## src/rtl/spike_rate_encoder.sv

```systemverilog
// Spike rate encoder: accepts one intensity per valid/ready handshake and
// emits a spike train over a fixed window of WINDOW_LEN cycles using a
// first-order phase accumulator. A spike is the carry out of acc + intensity,
// so the spike density equals intensity / 2^WIDTH.
module spike_rate_encoder #(
  parameter int WIDTH      = 8,
  parameter int WINDOW_LEN = 256,
  parameter int CNT_W      = $clog2(WINDOW_LEN + 1)
) (
  input  logic             clk,
  input  logic             rst,          // asynchronous, active-low
  input  logic             in_valid,
  output logic             in_ready,
  input  logic [WIDTH-1:0] intensity,
  input  logic             halt,
  output logic             syn,
  output logic             busy,
  output logic             done,
  output logic [CNT_W-1:0] spike_count
);

  typedef enum logic [1:0] {
    ST_IDLE   = 2'd0,
    ST_ENCODE = 2'd1,
    ST_REPORT = 2'd2
  } state_e;

  // Window counter value seen on the final encode edge of a window.
  localparam logic [CNT_W-1:0] WIN_LAST = CNT_W'(WINDOW_LEN - 1);

  state_e           state_q, state_d;
  logic [WIDTH-1:0] int_q, int_d;
  logic [WIDTH-1:0] acc_q, acc_d;
  logic [CNT_W-1:0] win_q, win_d;
  logic [CNT_W-1:0] cnt_q, cnt_d;
  logic             syn_q, syn_d;

  logic             accept_s;
  logic             last_s;
  logic [WIDTH:0]   sum_s;

  assign accept_s = in_valid && (state_q == ST_IDLE);
  assign last_s   = (win_q == WIN_LAST);
  // The carry bit of this sum is the spike for the current encode edge.
  assign sum_s    = {1'b0, acc_q} + {1'b0, int_q};

  // State register.
  always_ff @(posedge clk or negedge rst) begin
    if (!rst) begin
      state_q <= ST_IDLE;
    end else begin
      state_q <= state_d;
    end
  end

  // Next-state logic: halt only matters while encoding; REPORT always lasts one cycle.
  always_comb begin
    state_d = state_q;
    case (state_q)
      ST_IDLE: begin
        if (accept_s) begin
          state_d = ST_ENCODE;
        end else begin
          state_d = ST_IDLE;
        end
      end
      ST_ENCODE: begin
        if (halt) begin
          state_d = ST_IDLE;
        end else if (last_s) begin
          state_d = ST_REPORT;
        end else begin
          state_d = ST_ENCODE;
        end
      end
      ST_REPORT: begin
        state_d = ST_IDLE;
      end
      default: begin
        state_d = ST_IDLE;
      end
    endcase
  end

  // Status outputs decoded straight from the state register.
  always_comb begin
    in_ready = 1'b0;
    busy     = 1'b0;
    done     = 1'b0;
    case (state_q)
      ST_IDLE: begin
        in_ready = 1'b1;
      end
      ST_ENCODE: begin
        busy = 1'b1;
      end
      ST_REPORT: begin
        busy = 1'b1;
        done = 1'b1;
      end
      default: begin
        in_ready = 1'b0;
      end
    endcase
  end

  // Datapath next values: latch on acceptance, accumulate while encoding,
  // and clear syn on leaving ENCODE (halt) or REPORT.
  always_comb begin
    int_d = int_q;
    acc_d = acc_q;
    win_d = win_q;
    cnt_d = cnt_q;
    syn_d = syn_q;
    case (state_q)
      ST_IDLE: begin
        if (accept_s) begin
          int_d = intensity;
          acc_d = '0;
          win_d = '0;
          cnt_d = '0;
          syn_d = 1'b0;
        end else begin
          syn_d = 1'b0;
        end
      end
      ST_ENCODE: begin
        if (halt) begin
          syn_d = 1'b0;
        end else begin
          acc_d = sum_s[WIDTH-1:0];
          syn_d = sum_s[WIDTH];
          cnt_d = cnt_q + CNT_W'(sum_s[WIDTH]);
          win_d = win_q + CNT_W'(1);
        end
      end
      ST_REPORT: begin
        syn_d = 1'b0;
      end
      default: begin
        syn_d = 1'b0;
      end
    endcase
  end

  // Datapath registers.
  always_ff @(posedge clk or negedge rst) begin
    if (!rst) begin
      int_q <= '0;
      acc_q <= '0;
      win_q <= '0;
      cnt_q <= '0;
      syn_q <= 1'b0;
    end else begin
      int_q <= int_d;
      acc_q <= acc_d;
      win_q <= win_d;
      cnt_q <= cnt_d;
      syn_q <= syn_d;
    end
  end

  assign syn         = syn_q;
  assign spike_count = cnt_q;

endmodule

```

## config.mk

```make
export PLATFORM = sky130hd
export DESIGN_NAME = spike_rate_encoder
export DESIGN_NICKNAME = d
export VERILOG_FILES = /design/src/rtl/spike_rate_encoder.sv
export SDC_FILE = /design/constraint.sdc
export NUM_CORES = 1
export LEC_CHECK = 0
export ABC_AREA = 0
export BUFFER_PORTS_ARGS = -buffer_cell sky130_fd_sc_hd__buf_2
export CORE_MARGIN = 8
export CORE_UTILIZATION = 50
export DETAILED_ROUTE_END_ITERATION = 10
export GPL_ROUTABILITY_DRIVEN = 0
export PLACE_DENSITY = 0.7
export SLEW_MARGIN = 20
export SYNTH_ARGS = -nofsm -noshare
export SYNTH_HDL_FRONTEND = slang
export SYNTH_SLANG_ARGS = --single-unit
```

## constraint.sdc

```tcl
create_clock -name clk -period 7.2 [get_ports clk]
set_input_delay 1.44 -clock clk [delete_from_list [all_inputs] [get_ports clk]]
set_output_delay 1.44 -clock clk [all_outputs]
set_load 0.03 [all_outputs]
```

==> flow_summary.yaml, run 1 <==
critical_path:
  cp_cell_sequence: "ha_1, inv_1, fa_1, nand2b_1, a21oi_1, o211ai_1, nand2_1, ha_1, ha_1, o2111ai_2, or4_1, a21oi_1"
  critPathLaunchType: "flip-flop"
  cp_max_fo: 6
  path_class: "flip-flop to flip-flop"
  slowest_delay_ns: 0.45
  crit_required_ns: 7.42
  critical_path.slowest_cell: "or4_1"
  end_kind: "flip-flop"
  cp_common_cell: "ha_1"
  timing.rr.start: "int_q[0]"
  setup.worst_path.start: "int_q[0]"
  cp_data_arrival_time_ns: 3.13
synthesis:
  yosysUniqueCellTypes: 42
  synth-seq-area-share_pct: 45.4
  synth_nets: 222
  syn_inst: 194
  ys_seq_elements: 37
  synth_edf_count: 0
  yosys_warnings: 0
  syn_avg_cell_area_sq_um: 10.5
  synth_flop_cell: "dfrtp_1"
  async_flop_share_pct: 100
  netlist_area_sq_um: 2040
final_layout:
  final_common_cell: "dfrtp_1"
  area_delta_synth_final_pct: 12.2
  final_cell_area_sq_um: 2290
  fin_util_pct: 57.6
  final_cell_mix: "dfrtp_1, buf_2, ha_1"
  antenna_cells: 0
  nNetsFinal: 249
  drive_gt1_share_pct: 18.9
  fill_cells: 380
global_route:
  grt_pass1_wl_um: 7370
  grt_overflow: 0
  antenna_found_initial: 0
  grt_max_degree: 38
  grt_util_all_layers_pct: 14.6
  grt_pass1_vias: 1577
routing:
  wirelength_um: 4290
  detail-route-antenna-nets: 0
  via_per_inst: 5.75
  drc: 0
  num_vias: 1565
  drtIter0Drc: 74
  wire_per_inst_um: 15.8
  drt_pre_antenna_iters: 4
placement:
  place_ws_ns: 4.11
  io_buffers: 24
  dp_hpwl_um: 3080
  postPlaceCellArea_sq_um: 2200
flow_run:
  max_cap_viol_count: 0
timing:
  tns_ns: 0
  timing.fmax_mhz: 344
  rsz0062_at_grt: "false"
  tightest_slew_ns: 0.892
  layout_min_cycle_time_ns: 2.91
  finalWorstSetupSlack_ns: 4.29
  report.final.slew_viol_count: 0
  hold_viol: 0
  skew_ns: 0.00851
  finalCritPeriodShare_pct: 40.3
  max_slew_margin_pct: 40.5
  setup_viol: 0
die:
  die_width_um: 79.8
  pin_count: 25
  start_util_pct: 51.3
  placementRows: 23
  die_h_um: 79.8
  fp.coreArea_sq_um: 3970
  dieArea_sq_um: 6380
cts:
  htree_levels: 2
  clock-sinks: 37
  cts-root-buf: "clkbuf_8"
  clk_pin_slew_worst_paths_ns: 0.08
  ctsHoldBuffers: 0
  cts_resized: 0
  cts_tree: "done"
  cts_buffers: 5
  cts_buffer_depth: 2
  postCtsSetupBuffers: 0
  clock_latency_ns: 0.29
pwr:
  p_leak_uw: 0.00104
  power_density_nw_per_um2: 287
  ir_drop_v: 0.000159
hold_path:
  min_from: "win_q[8]"
  hold_class: "flip-flop to flip-flop"
status:
  status: "finished, final reports clean"
==> worst paths after layout <==
| kind | to | slack, ns | depth (start not counted) |
|---|---|---|---|
| setup / recovery | spike_count[8] | 4.29 | 12 |
| hold / removal | win_q[8] | 0.49 | 2 |
| setup reg to reg | spike_count[8] | 4.29 | 12 |
| hold reg to reg | win_q[8] | 0.49 | 2 |
| max in group asynchronous | int_q[4] | 5.43 | 1 |
| min in group asynchronous | win_q[6] | 1.24 | 1 |
==> through the flow <==
| step | instances | power (uW) | hold WS [ns] |
|---|---|---|---|
| global route | 272 | 706 | 0.510 |
| floorplan | 194 | 459 | 0.450 |
| global placement | 264 | 508 | 0.468 |
| finish | 272 | 655 | 0.487 |
| detailed placement | 264 | 515 | 0.473 |
| CTS | 272 | 660 | 0.491 |
==> cell families after synthesis <==
kind of cell / after synthesis / synth area share [%]
xor gates and xnor gates: 4 / 1.72
buffers and inverters: 14 / 2.70
AOI/OAI and AO/OA: 57 / 19.1
muxes: 8 / 4.42
and+or+nand+nor: 58 / 16.5
adders and majority gates: 16 / 10.2
DFF: 37 / 45.4
==> registers in the layout, indices dropped and copies added (netlist names) <==
signal,flops
state_q,2
spike_count,9
syn,1
win_q,9
int_q,8
acc_q,8
==> where the power goes <==
group	switching, uW	internal [uW]
Combinational	134	103
Sequential	26.6	247
Clock	77.2	67.2
==> critical path: cells and delay by family (launching register included) <==
family,cells,cell delay (ns)
fa+ha+maj,4,0.98
simple gates,3,0.73
compound gates,4,0.72
flops,1,0.35
buf+inv,1,0.07
==> final cells by class <==
| type | instances | area [sq um] | area share (%) |
|---|---|---|---|
| clock inverters | 2 | 10.0 | 0.438 |
| multi-input cells | 143 | 1060 | 46.3 |
| repair buffers | 24 | 120 | 5.25 |
| flip-flops and latches | 37 | 926 | 40.5 |
| inverters | 10 | 37.5 | 1.64 |
| well taps | 50 | 62.6 | 2.74 |
| clock buffers | 6 | 72.6 | 3.17 |
==> routing by layer <==
metal	vias up	global-route usage, %	wire (um)
li1	776	-	-
met1	744	17.7	1950
met2	36	23.4	2030
met3	9	4.50	216
met4	0	6.18	93
met5	-	0	0
==> cell usage after synthesis, types with 2 or more instances <==
cell	instances	area share, %
nand3b_1	2	0.74
inv_1	10	1.8
or4_1	7	2.6
o211ai_1	4	1.5
xnor2_1	2	0.86
or3_1	4	1.2
nor2b_1	2	0.61
dfrtp_1	37	45
mux2_2	8	4.4
nand2_1	12	2.2
ha_1	15	9.2
a21o_1	2	0.74
xor2_1	2	0.86
a211oi_1	3	1.1
nor2_1	9	1.7
a22o_1	5	2.1
buf_2	2	0.49
o21a_1	2	0.74
a32o_1	2	0.98
nand2b_1	6	1.8
nand3_1	5	1.2
clkbuf_1	2	0.37
o21ai_0	12	2.9
a22oi_1	2	0.74
nor4b_1	3	1.3
a21oi_1	13	3.2
o31ai_1	6	2.2
No activity file was read; power rests on OpenSTA's default activity.
==> run 2, diff against run 1 <==
==> constraint.sdc (replaced) <==
create_clock -name clk -period 2.82 [get_ports clk]
set_input_delay 0.564 -clock clk [delete_from_list [all_inputs] [get_ports clk]]
set_output_delay 0.564 -clock clk [all_outputs]
set_load 0.03 [all_outputs]
==> run 2 against run 1 <==
Routed wire length down 2.4%. Register-to-register slack worse by 4.1 ns. Cell area up 3.0%. Critical path depth unchanged. First-iteration DRC count unchanged. Clock skew down 0.00086 ns. Non-clock buffer count up 4. Combinational power rose to 2.7 times the previous value. Worst hold slack worse by 0.13 ns.
==> flow_summary.yaml, run 2 (synthesis results as in run 1) <==
cts:
  clock_latency_ns: 0.29
  ctsHoldBuffers: 0
  cts_tree: "done"
  htree_levels: 2
  cts_buffers: 5
  cts-root-buf: "clkbuf_8"
  clock-sinks: 37
  cts_buffer_depth: 2
  clk_pin_slew_worst_paths_ns: 0.08
routing:
  wire_per_inst_um: 15.2
  num_vias: 1591
  drtIter0Drc: 74
  drt_pre_antenna_iters: 4
  drc: 0
  via_per_inst: 5.79
  wirelength_um: 4190
  detail-route-antenna-nets: 0
die:
  fp.coreArea_sq_um: 3970
  pin_count: 25
  placementRows: 23
  start_util_pct: 51.3
  die_h_um: 79.8
  die_width_um: 79.8
  dieArea_sq_um: 6380
global_route:
  antenna_found_initial: 0
  grt_max_degree: 38
  grt_pass1_wl_um: 7490
  grt_overflow: 0
  grt_pass1_vias: 1655
  grt_util_all_layers_pct: 14.7
placement:
  io_buffers: 24
  dp_hpwl_um: 3020
  placedCellCount: 267
critical_path:
  timing.rr.start: "int_q[0]"
  reg2reg_depth: 12
  cp_cell_sequence: "ha_2, inv_1, fa_1, nand2b_4, a21oi_4, o211ai_1, nand2_1, ha_1, ha_2, o2111ai_4, or4_1, a21oi_1"
  crit_required_ns: 3.04
  critPathLaunchType: "flip-flop"
  cp_common_cell: "ha_2"
  critical_path.slowest_cell: "or4_1"
  r2r-end: "spike_count[8]"
  r2r_slack_ns: 0.22
  end_kind: "flip-flop"
  cp_max_fo: 6
  slowest_delay_ns: 0.43
  cp_data_arrival_time_ns: 2.81
  setup.worst_path.start: "int_q[0]"
  cp-endpoint: "spike_count[8]"
  path_class: "flip-flop to flip-flop"
final_layout:
  nNetsFinal: 253
  final_cell_mix: "dfrtp_1, buf_2, ha_1"
  area_delta_synth_final_pct: 15.5
  final_cell_count_no_fill: 275
  antenna_cells: 0
  drive_gt1_share_pct: 21.8
  final_common_cell: "dfrtp_1"
  fin_util_pct: 59.3
pwr:
  power_density_nw_per_um2: 733
  ir_drop_v: 0.000423
  p_leak_uw: 0.00106
timing:
  layout_min_cycle_time_ns: 2.60
  tightest_slew_ns: 0.807
  report.final.slew_viol_count: 0
  fin_hold_ws_ns: 0.360
  timing.fmax_mhz: 385
  skew_ns: 0.00765
  max_slew_margin_pct: 46.2
  hold_viol: 0
  setup_viol: 0
  rsz0062_at_grt: "false"
  tns_ns: 0
  finalCritPeriodShare_pct: 92.1
flow_run:
  max_cap_viol_count: 0
hold_path:
  hold_class: "input pin to asynchronous set/reset pin"
status:
  status: "finished, final reports clean"
## run 2: cell types whose count changed in the layout (fill, tap and decap cells not counted), moves of 2 or more
cell	change
ha_1	-2
buf_4	+4
ha_2	+2
clkinv_2	-2
## run 2: where the power goes
part	internal [uW]	total (uW)	switching, uW
logic	286	647	362
registers	631	699	67.9
clock network	194	379	185
## run 2: worst min-delay path by stage
stage | slack (ns) | endpoint | start | depth (start not counted)
4_1_cts | 0.39 | win_q[2] | rst | 1
6_report | 0.36 | win_q[4] | rst | 1
3_5_place_dp | 0.48 | win_q[8] | win_q[8] | 2
3_3_place_gp | 0.47 | win_q[8] | win_q[8] | 2
2_1_floorplan | 0.27 | acc_q[0] | rst | 0
5_1_grt | 0.44 | win_q[4] | rst | 1
## run 2: metal layers
metal	GRT usage (%)	wire, um
met3	4.62	213
met5	0	0
met2	24.7	2060
met1	17.1	1870
met4	5.09	44
## run 2: layout make-up
type                    instances  area [sq um]
repair buffers                 28           150
well taps                      50          62.6
flip-flops and latches         37           926
fillers                       376          1620
inverters                      10          37.5
multi-input cells             143          1090
clock buffers                   7          86.3
## run 2: what timing repair did
action	4_1_cts	5_1_grt
resized for setup	0	6
setup endpoints to repair	0	4
setup buffers	0	1
## run 2: worst max-delay path: cells and delay by family, from the launching register on
| kind | cells | cell delay, ns |
|---|---|---|
| adders and majority gates | 4 | 0.93 |
| and+or+nand+nor | 3 | 0.68 |
| AOI/OAI and AO/OA | 4 | 0.51 |
| DFF | 1 | 0.35 |
| buffers and inverters | 1 | 0.05 |
## run 2: stage by stage
step | power (uW) | cell area (sq um) | setup WS (ns)
6_report | 1730 | 2350 | 0.223
5_1_grt | 1870 | 2350 | 0.0176
4_1_cts | 1710 | 2310 | 0.0867
3_5_place_dp | 1320 | 2230 | 0.109
3_3_place_gp | 1310 | 2230 | 0.184
2_1_floorplan | 1170 | 2040 | 0.321
